<file path="config.mk">
export PLATFORM = sky130hd
export DESIGN_NAME = alu_op_decoder
export DESIGN_NICKNAME = d
export VERILOG_FILES = /design/src/rtl/alu_op_decoder.sv
export SDC_FILE = /design/constraint.sdc
export NUM_CORES = 1
export LEC_CHECK = 0
export BUFFER_PORTS_ARGS = -buffer_cell sky130_fd_sc_hd__buf_2
export CAP_MARGIN = 20
export CORE_MARGIN = 3
export CORE_UTILIZATION = 40
export DETAILED_ROUTE_END_ITERATION = 16
export PLACE_DENSITY = 0.65
export SYNTH_ARGS = -nofsm -noshare
export SYNTH_HDL_FRONTEND = slang
export SYNTH_SLANG_ARGS = --single-unit
</file>
<file path="constraint.sdc">
create_clock -name clk -period 2.35 [get_ports clk]
set_input_delay 0.235 -clock clk [delete_from_list [all_inputs] [get_ports clk]]
set_output_delay 0.235 -clock clk [all_outputs]
set_load 0.005 [all_outputs]
</file>
<file path="src/rtl/alu_op_decoder.sv">
// rtl/alu_op_decoder.sv - RV32I ALU operation decoder with a 2-entry output FIFO
//
// Decodes RV32I instruction words into an ALU operation code, a SrcB select
// and an illegal flag. Decoded entries are queued in a 2-entry FIFO and
// drained by the ALU-side consumer.
//
// Ports:
//   clk           clock, all state updates on the rising edge
//   rst_n         asynchronous active-low reset
//   InValid       instruction on Instr is offered
//   Instr         RV32I instruction word
//   InReady       decoder can accept an instruction this cycle
//   OutValid      head decoded entry is presented
//   OutReady      consumer takes the head entry
//   Operation     ALU operation code of the head entry (0 when empty)
//   ALUSrc        head entry SrcB select: 1 = immediate, 0 = rs2 (0 when empty)
//   Illegal       head entry was not decodable (0 when empty)
//   IllegalCount  saturating count of accepted illegal instructions
module alu_op_decoder #(
    parameter int DATA_WIDTH    = 32,
    parameter int OPCODE_LENGTH = 4
) (
    input  logic                     clk,
    input  logic                     rst_n,
    input  logic                     InValid,
    input  logic [DATA_WIDTH-1:0]    Instr,
    output logic                     InReady,
    output logic                     OutValid,
    input  logic                     OutReady,
    output logic [OPCODE_LENGTH-1:0] Operation,
    output logic                     ALUSrc,
    output logic                     Illegal,
    output logic [15:0]              IllegalCount
);

    localparam logic [6:0] OPC_RTYPE  = 7'b0110011;
    localparam logic [6:0] OPC_ITYPE  = 7'b0010011;
    localparam logic [6:0] OPC_LUI    = 7'b0110111;
    localparam logic [6:0] OPC_LOAD   = 7'b0000011;
    localparam logic [6:0] OPC_STORE  = 7'b0100011;
    localparam logic [6:0] OPC_BRANCH = 7'b1100011;

    localparam logic [6:0] F7_ZERO = 7'b0000000;
    localparam logic [6:0] F7_ALT  = 7'b0100000;

    localparam logic [OPCODE_LENGTH-1:0] OP_AND = OPCODE_LENGTH'(4'b0000);
    localparam logic [OPCODE_LENGTH-1:0] OP_XOR = OPCODE_LENGTH'(4'b0001);
    localparam logic [OPCODE_LENGTH-1:0] OP_SUB = OPCODE_LENGTH'(4'b0010);
    localparam logic [OPCODE_LENGTH-1:0] OP_OR  = OPCODE_LENGTH'(4'b0011);
    localparam logic [OPCODE_LENGTH-1:0] OP_ADD = OPCODE_LENGTH'(4'b0100);
    localparam logic [OPCODE_LENGTH-1:0] OP_SRA = OPCODE_LENGTH'(4'b0111);
    localparam logic [OPCODE_LENGTH-1:0] OP_EQ  = OPCODE_LENGTH'(4'b1000);
    localparam logic [OPCODE_LENGTH-1:0] OP_SLL = OPCODE_LENGTH'(4'b1001);
    localparam logic [OPCODE_LENGTH-1:0] OP_LUI = OPCODE_LENGTH'(4'b1010);
    localparam logic [OPCODE_LENGTH-1:0] OP_SRL = OPCODE_LENGTH'(4'b1100);
    localparam logic [OPCODE_LENGTH-1:0] OP_SLT = OPCODE_LENGTH'(4'b1110);

    // Entry layout: {illegal, alu_src, operation}
    localparam int ENTRY_W = OPCODE_LENGTH + 2;

    logic [6:0] opcode;
    logic [2:0] funct3;
    logic [6:0] funct7;

    // Register and immediate fields do not affect the ALU operation.
    logic unused_instr_bits;

    assign opcode            = Instr[6:0];
    assign funct3            = Instr[14:12];
    assign funct7            = Instr[31:25];
    assign unused_instr_bits = ^{Instr[24:15], Instr[11:7]};

    logic [OPCODE_LENGTH-1:0] dec_op;
    logic                     dec_src;
    logic                     dec_ill;

    always_comb begin
        dec_op  = OP_AND;
        dec_src = 1'b0;
        dec_ill = 1'b0;
        case (opcode)
            OPC_RTYPE: begin
                dec_src = 1'b0;
                case (funct3)
                    3'b000:  dec_op = funct7[5] ? OP_SUB : OP_ADD;
                    3'b100:  dec_op = OP_XOR;
                    3'b110:  dec_op = OP_OR;
                    3'b111:  dec_op = OP_AND;
                    3'b010:  dec_op = OP_SLT;
                    default: dec_ill = 1'b1;
                endcase
            end
            OPC_ITYPE: begin
                dec_src = 1'b1;
                case (funct3)
                    3'b000:  dec_op = OP_ADD;
                    3'b010:  dec_op = OP_SLT;
                    3'b100:  dec_op = OP_XOR;
                    3'b110:  dec_op = OP_OR;
                    3'b111:  dec_op = OP_AND;
                    3'b001: begin
                        if (funct7 == F7_ZERO) dec_op  = OP_SLL;
                        else                   dec_ill = 1'b1;
                    end
                    3'b101: begin
                        if (funct7 == F7_ZERO)     dec_op  = OP_SRL;
                        else if (funct7 == F7_ALT) dec_op  = OP_SRA;
                        else                       dec_ill = 1'b1;
                    end
                    default: dec_ill = 1'b1;
                endcase
            end
            OPC_LUI: begin
                dec_op  = OP_LUI;
                dec_src = 1'b1;
            end
            OPC_LOAD, OPC_STORE: begin
                dec_op  = OP_ADD;
                dec_src = 1'b1;
            end
            OPC_BRANCH: begin
                dec_src = 1'b0;
                case (funct3)
                    3'b000:  dec_op = OP_EQ;
                    3'b100:  dec_op = OP_SLT;
                    default: dec_ill = 1'b1;
                endcase
            end
            default: dec_ill = 1'b1;
        endcase
        // Illegal entries carry a neutral payload so the ALU sees nothing stale.
        if (dec_ill) begin
            dec_op  = OP_AND;
            dec_src = 1'b0;
        end
    end

    logic [1:0]         count_q, count_d;
    logic               wr_ptr_q, wr_ptr_d;
    logic               rd_ptr_q, rd_ptr_d;
    logic [15:0]        illegal_count_q, illegal_count_d;
    logic [ENTRY_W-1:0] entry_q [2];
    logic [ENTRY_W-1:0] entry_d [2];

    logic push;
    logic pop;

    // Handshakes are derived from registered occupancy only, so a pop in the
    // same cycle never frees a slot for a push when the FIFO is full.
    assign InReady  = (count_q < 2'd2);
    assign OutValid = (count_q != 2'd0);
    assign push     = InValid & InReady;
    assign pop      = OutValid & OutReady;

    always_comb begin
        count_d         = count_q + {1'b0, push} - {1'b0, pop};
        wr_ptr_d        = wr_ptr_q ^ push;
        rd_ptr_d        = rd_ptr_q ^ pop;
        illegal_count_d = illegal_count_q;
        if (push && dec_ill && (illegal_count_q != 16'hFFFF)) begin
            illegal_count_d = illegal_count_q + 16'd1;
        end
        entry_d[0] = entry_q[0];
        entry_d[1] = entry_q[1];
        if (push) begin
            entry_d[wr_ptr_q] = {dec_ill, dec_src, dec_op};
        end
    end

    always_ff @(posedge clk or negedge rst_n) begin
        if (!rst_n) begin
            count_q         <= 2'd0;
            wr_ptr_q        <= 1'b0;
            rd_ptr_q        <= 1'b0;
            illegal_count_q <= 16'd0;
        end else begin
            count_q         <= count_d;
            wr_ptr_q        <= wr_ptr_d;
            rd_ptr_q        <= rd_ptr_d;
            illegal_count_q <= illegal_count_d;
        end
    end

    // Payload storage needs no reset: it is only observed while count_q != 0.
    always_ff @(posedge clk) begin
        entry_q[0] <= entry_d[0];
        entry_q[1] <= entry_d[1];
    end

    logic [ENTRY_W-1:0] head;

    assign head         = entry_q[rd_ptr_q];
    assign Operation    = OutValid ? head[OPCODE_LENGTH-1:0] : '0;
    assign ALUSrc       = OutValid & head[OPCODE_LENGTH];
    assign Illegal      = OutValid & head[OPCODE_LENGTH+1];
    assign IllegalCount = illegal_count_q;

endmodule

</file>
* Word-level counts from Yosys, hierarchy flattened
Memory sizes are Yosys's and may differ from the RTL's. Index checks and enable logic that the tools add are counted.
Cells by class: equal/unequal tests 14, mux-type cells 23, reductions and logical operators 11, add/subtract/negate cells 3, magnitude comparators 3, bitwise gates (word level) 7
Operators by type and width (number):
- $eq A7 B6 Y1 const B | 4
- $pmux W4 S6 | 1
- $pmux W4 S5 | 1
- $add A16 B1 Y16 const B | 1
- $mux W4 | 4
- $ne A16 B16 Y1 const B | 1
- $pmux W4 S4 | 1
- $bwmux W12 | 1
- $eq A3 B3 Y1 const B | 4
- $mux W12 | 1
- $pmux W4 S2 | 1
- $eq A7 B2 Y1 const B | 1
- $eq A7 B5 Y1 const B | 1
- $eq A7 B7 Y1 const B | 1
- $logic_not A7 Y1 | 1
- $mux W1 | 7
- $demux W6 S1 | 1
- $mux W3 | 2
- $mux W6 | 1
- $reduce_or A5 Y1 | 1
- $and A1 B1 Y1 | 4
- $pmux W1 S4 | 1
- $reduce_or A2 Y1 | 2
- $reduce_or A4 Y1 | 1
- other kinds (14) | 17
Word-level totals: word-level logic and storage cells 66, register bits after elaboration 20, RAM bits 12, memories kept 1, input port bits 36, output and inout port bits 24
Memory list:
- entry_q | words 2, width 6, rd ports 3, clocked after memory_dff 0, write ports 2, line 142 | logic [ENTRY_W-1:0] entry_q [2];

* Longest topological paths before layout
depth in word-level cells 8, depth in mapped cells 8, depth with buffers taken out 7

* Least setup slack after synthesis
Ideal clock, no wire load.
path kind input-to-reg, start input port Instr[5], end register illegal_count_q[1], in the netlist IllegalCount[1], data required time 2222 ps, stages on the path 6, library setup time 128 ps, setup slack 605 ps, buffers on the path 1, data arrival time 1617 ps, path through clkbuf_8 > nor3_1 > o211ai_1 > a311o_2 > nand3_1 > mux2_1
On the way: word-level cells in the longest chain between the ends 5, elaborated cells between the ends (all ways) 10, those cells by class eq/ne (6); mux (1); reduce/logical (3)
Ends and longest elaborated chain:
- start, declared | line 26 | input logic [DATA_WIDTH-1:0] Instr,
- $eq A7 B2 Y1 or $eq A7 B6 Y1 (tied branches) | line 81 | case (opcode)
- $reduce_or A3 Y1 (no source line)
- $pmux W1 S4 * | line 81
- $logic_and A1 B1 Y1 * (2 in series) | line 160 | if (push && dec_ill && (illegal_count_q != 16'hFFFF)) begin
- end signal, assigned | line 180 | illegal_count_q <= illegal_count_d;
- end, declared | line 141 | logic [15:0] illegal_count_q, illegal_count_d;
Mark *: on every way between the ends. The rest lies on a longest branch, timed or not. A chain may end at the register's enable or synchronous reset.

* Worst setup path in the final report
start register illegal_count_q[0], in the netlist IllegalCount[0], end register illegal_count_q[1], in the netlist IllegalCount[1]
On the way: word-level cells in the longest chain between the ends 2, elaborated cells between the ends (all ways) 3, those cells by class add/sub (1); eq/ne (1); reduce/logical (1)
Ends and longest elaborated chain:
- branches (longest 2 deep; another with $add A16 B1 Y16)
Parallel ways; which one is timed is not known.

==> impl_results.md <==
- Syn Nets: 220
- Worst Reg2Reg Path Length in Cells: 6
- Wirelength per Cell: 13.4 µm
- Static Leak: 0.948 nW
- Hpwl dp: 2770 µm
- # placed instances: 270
- Switch share: 32.5%
- Dpl cell area: 2080 µm²
- Row count: 24
- PD cells: 819 nW/µm²
- Placer's final routability congestion estimate: 0.771
- Worst VDD drop: 350 µV
- Worst Clk Skew: 7.91 ps
- CTS buffer count: 5
- Max Cap Viol: 0
- Clock Latency Late Sink: 280 ps
- Max transition margin: 65.4%
- Sequential Power Share: 46.5%
- Setup Buffers After CTS: 0
- Setup crit end kind: flop
- Layout Nets: 267
- Run status: completed
- DRT iter0 DRCs: 78
- Vias in the first global route: 1,380
- Die Span X: 73.8 µm
- CTS Buffer Depth: 2
- IO Pins: 60
- Initial core utilization: 41.9%
- First-pass GRT wire length: 6320 µm
- Core Area: 4380 µm²
- Drt drc: 0
- Htree depth: 2
- Setup Total Neg Slack: 0 ps
- Total number of vias: 1,512
- CP arrival: 2080 ps
- Int Pwr: 1.20 mW
- Yosys warning total: 0
- Ys async rst share: 62.5%
- RSZ-0062 raised after global routing: false
- Initial antenna violation count: 0
- Critical Path RT: 2510 ps
- Critical Path Start Type: flop
- Final hold vios: 0
- Fmax: 520 MHz
- Crit Path Class: reg2reg
- Max Slew Vio Count: 0
- Period utilization: 81.8%
- Ant diodes: 0
- Drt first pass iters: 4
- GRT Util Overall: 15.0%
- CTS sink cnt: 32
- DRT Wirelength: 3740 µm
- R2r endpoint: IllegalCount[1]
- Vias/cell: 5.42
- Layout area overhead: 17.9%
- EDFF count, synth: 12
- Hold path depth: 3
- Total global routing overflow: 0
- Largest net degree at the start of global routing: 21
- Hold Slack: 343 ps
- Worst R2R Setup Slack: 430 ps
- Worst-path maximum fanout: 5
- Worst-margin pin slew: 512 ps
- R2r startpoint: IllegalCount[0]
- Root Buffer: clkbuf_8
- Non-filler instance count after layout: 279
- Synthesized cell area: 1840 µm²
- Clock share of power: 22.4%
- Synthesized instance count: 179
- CTS clk-pin slew, worst paths: 70 ps
- Finished Cell Area: 2170 µm²
- Full die area: 5440 µm²
- IO buf count: 44
- ANT nets after route: 0
- Yosys cell types: 48
- Layout cells sized above 1: 26.4%
- Launch point of the worst hold path: OutReady
- Psw: 577 µW
- Avg Inst Size Synth: 10.3 µm²
- Register area share after synthesis: 46.8%
- Hold EP: rd_ptr_q
- Ys flop type: dfrtp_1
- Type of the worst min-delay path: in2reg
- Comb power frac: 31.1%
- TritonCTS clock tree: done
- Synth Register Bits: 32
- Final setup viols: 0
- Min Tclk post-route: 1920 ps
- Die Ht: 73.8 µm
-- critical path: stages (launching register included) --
cell and delay (ps):
dfrtp_1 440, ha_1 270, and3_1 220, and3_2 230, nand2_1 150, nand3_1 150
mux2_1 340
-- placed cells by master (no fill, tap or decap), types with 4 or more instances in the layout --
cell type / Yosys / layout
buf_2: 0 / 44
nor2_1: 18 / 18
a21oi_1: 5 / 5
xnor2_1: 17 / 17
dfrtp_1: 20 / 20
inv_1: 10 / 10
nand4_1: 10 / 10
nand3_1: 8 / 8
nor4_1: 4 / 4
edfxtp_1: 12 / 12
ha_1: 5 / 5
nand2_1: 11 / 11
clkbuf_8: 1 / 5
mux2i_1: 6 / 6
nor3_1: 8 / 8
-- metrics by stage --
step                      power [mW]  utilization, %  setup slack (ps)
final                           1.78            49.4               429
after global routing            1.93            49.4               241
after global placement          1.38            47.3               401
after detailed placement        1.41            47.3               397
after CTS                       1.81            49.4               426
after floorplan                 1.17               -               605
-- routing by layer --
layer  GRT usage (%)  routed length [µm]  up-vias
met5               0                   0        -
met3            3.69                 209        7
met4            5.43                  40        0
met2            23.4                1790       46
met1            20.2                1710      712
li1                -                   -      747
-- repair_timing --
item,CTS,global route
resized for setup,0,0
hold buffers,1,0
endpoints found under the hold margin,20,0
-- state kept, by name, summed over array words and instances, names as in the netlist --
signal / flops
count_q: 2
IllegalCount: 16
entry_q: 12
rd_ptr_q: 1
wr_ptr_q: 1
-- cell families after synthesis --
family	after synthesis	share of synthesized area, %
flip-flops	32	46.8
multiplexers	7	3.88
XOR/XNOR	18	8.58
buffers and inverters	17	5.45
AND/OR/NAND/NOR	82	25.1
AO/OA/AOI/OAI	18	6.74
adder cells (fa/ha/maj)	5	3.40
-- power by group through the flow --
stage               Clock [mW]  Combinational, mW  Sequential, mW
floorplan                    0              0.379           0.794
global placement             0              0.548           0.832
detailed placement           0              0.567           0.839
CTS                      0.416              0.569           0.828
global route             0.446              0.639           0.844
finish                   0.398              0.552           0.826
-- synth_stat cells (all sizes together) (2+ instances only) --
cell	count	share of area, %
edfxtp	12	20
buf	4	2.2
inv	10	2.0
nand3	9	2.7
nor2	18	3.7
and3	5	1.8
a41oi	2	0.95
nor3	8	2.2
nand4	11	4.1
ha	5	3.4
a21oi	5	1.4
dfrtp	20	27
mux2i	6	3.3
clkbuf	3	1.2
nor4	4	1.4
o21ai	2	0.54
xnor2	17	8.1
a31oi	2	0.68
nand2	11	2.2
nand3b	2	0.82
-- worst max-delay path by stage --
stage / start / endpoint / slack [ps] / cells past startpoint
2_1_floorplan: Instr[5] / IllegalCount[1] / 610 / 6
3_3_place_gp: Instr[5] / IllegalCount[1] / 400 / 6
3_5_place_dp: Instr[5] / IllegalCount[1] / 400 / 6
4_1_cts: IllegalCount[0] / IllegalCount[1] / 430 / 6
5_1_grt: IllegalCount[10] / IllegalCount[1] / 240 / 5
6_report: IllegalCount[0] / IllegalCount[1] / 430 / 6
-- final cells by class --
| class | count | area (µm²) |
|---|---|---|
| Timing Repair Buffer | 47 | 245 |
| Clock buffer | 7 | 76.3 |
| Fill cell | 434 | 2220 |
| Sequential cell | 32 | 861 |
| Clock inverter | 1 | 5.00 |
| Multi-Input combinational cell | 130 | 877 |
| Tap cell | 52 | 65.1 |
| Inverter | 10 | 37.5 |
(Power assumes the default switching activity.)
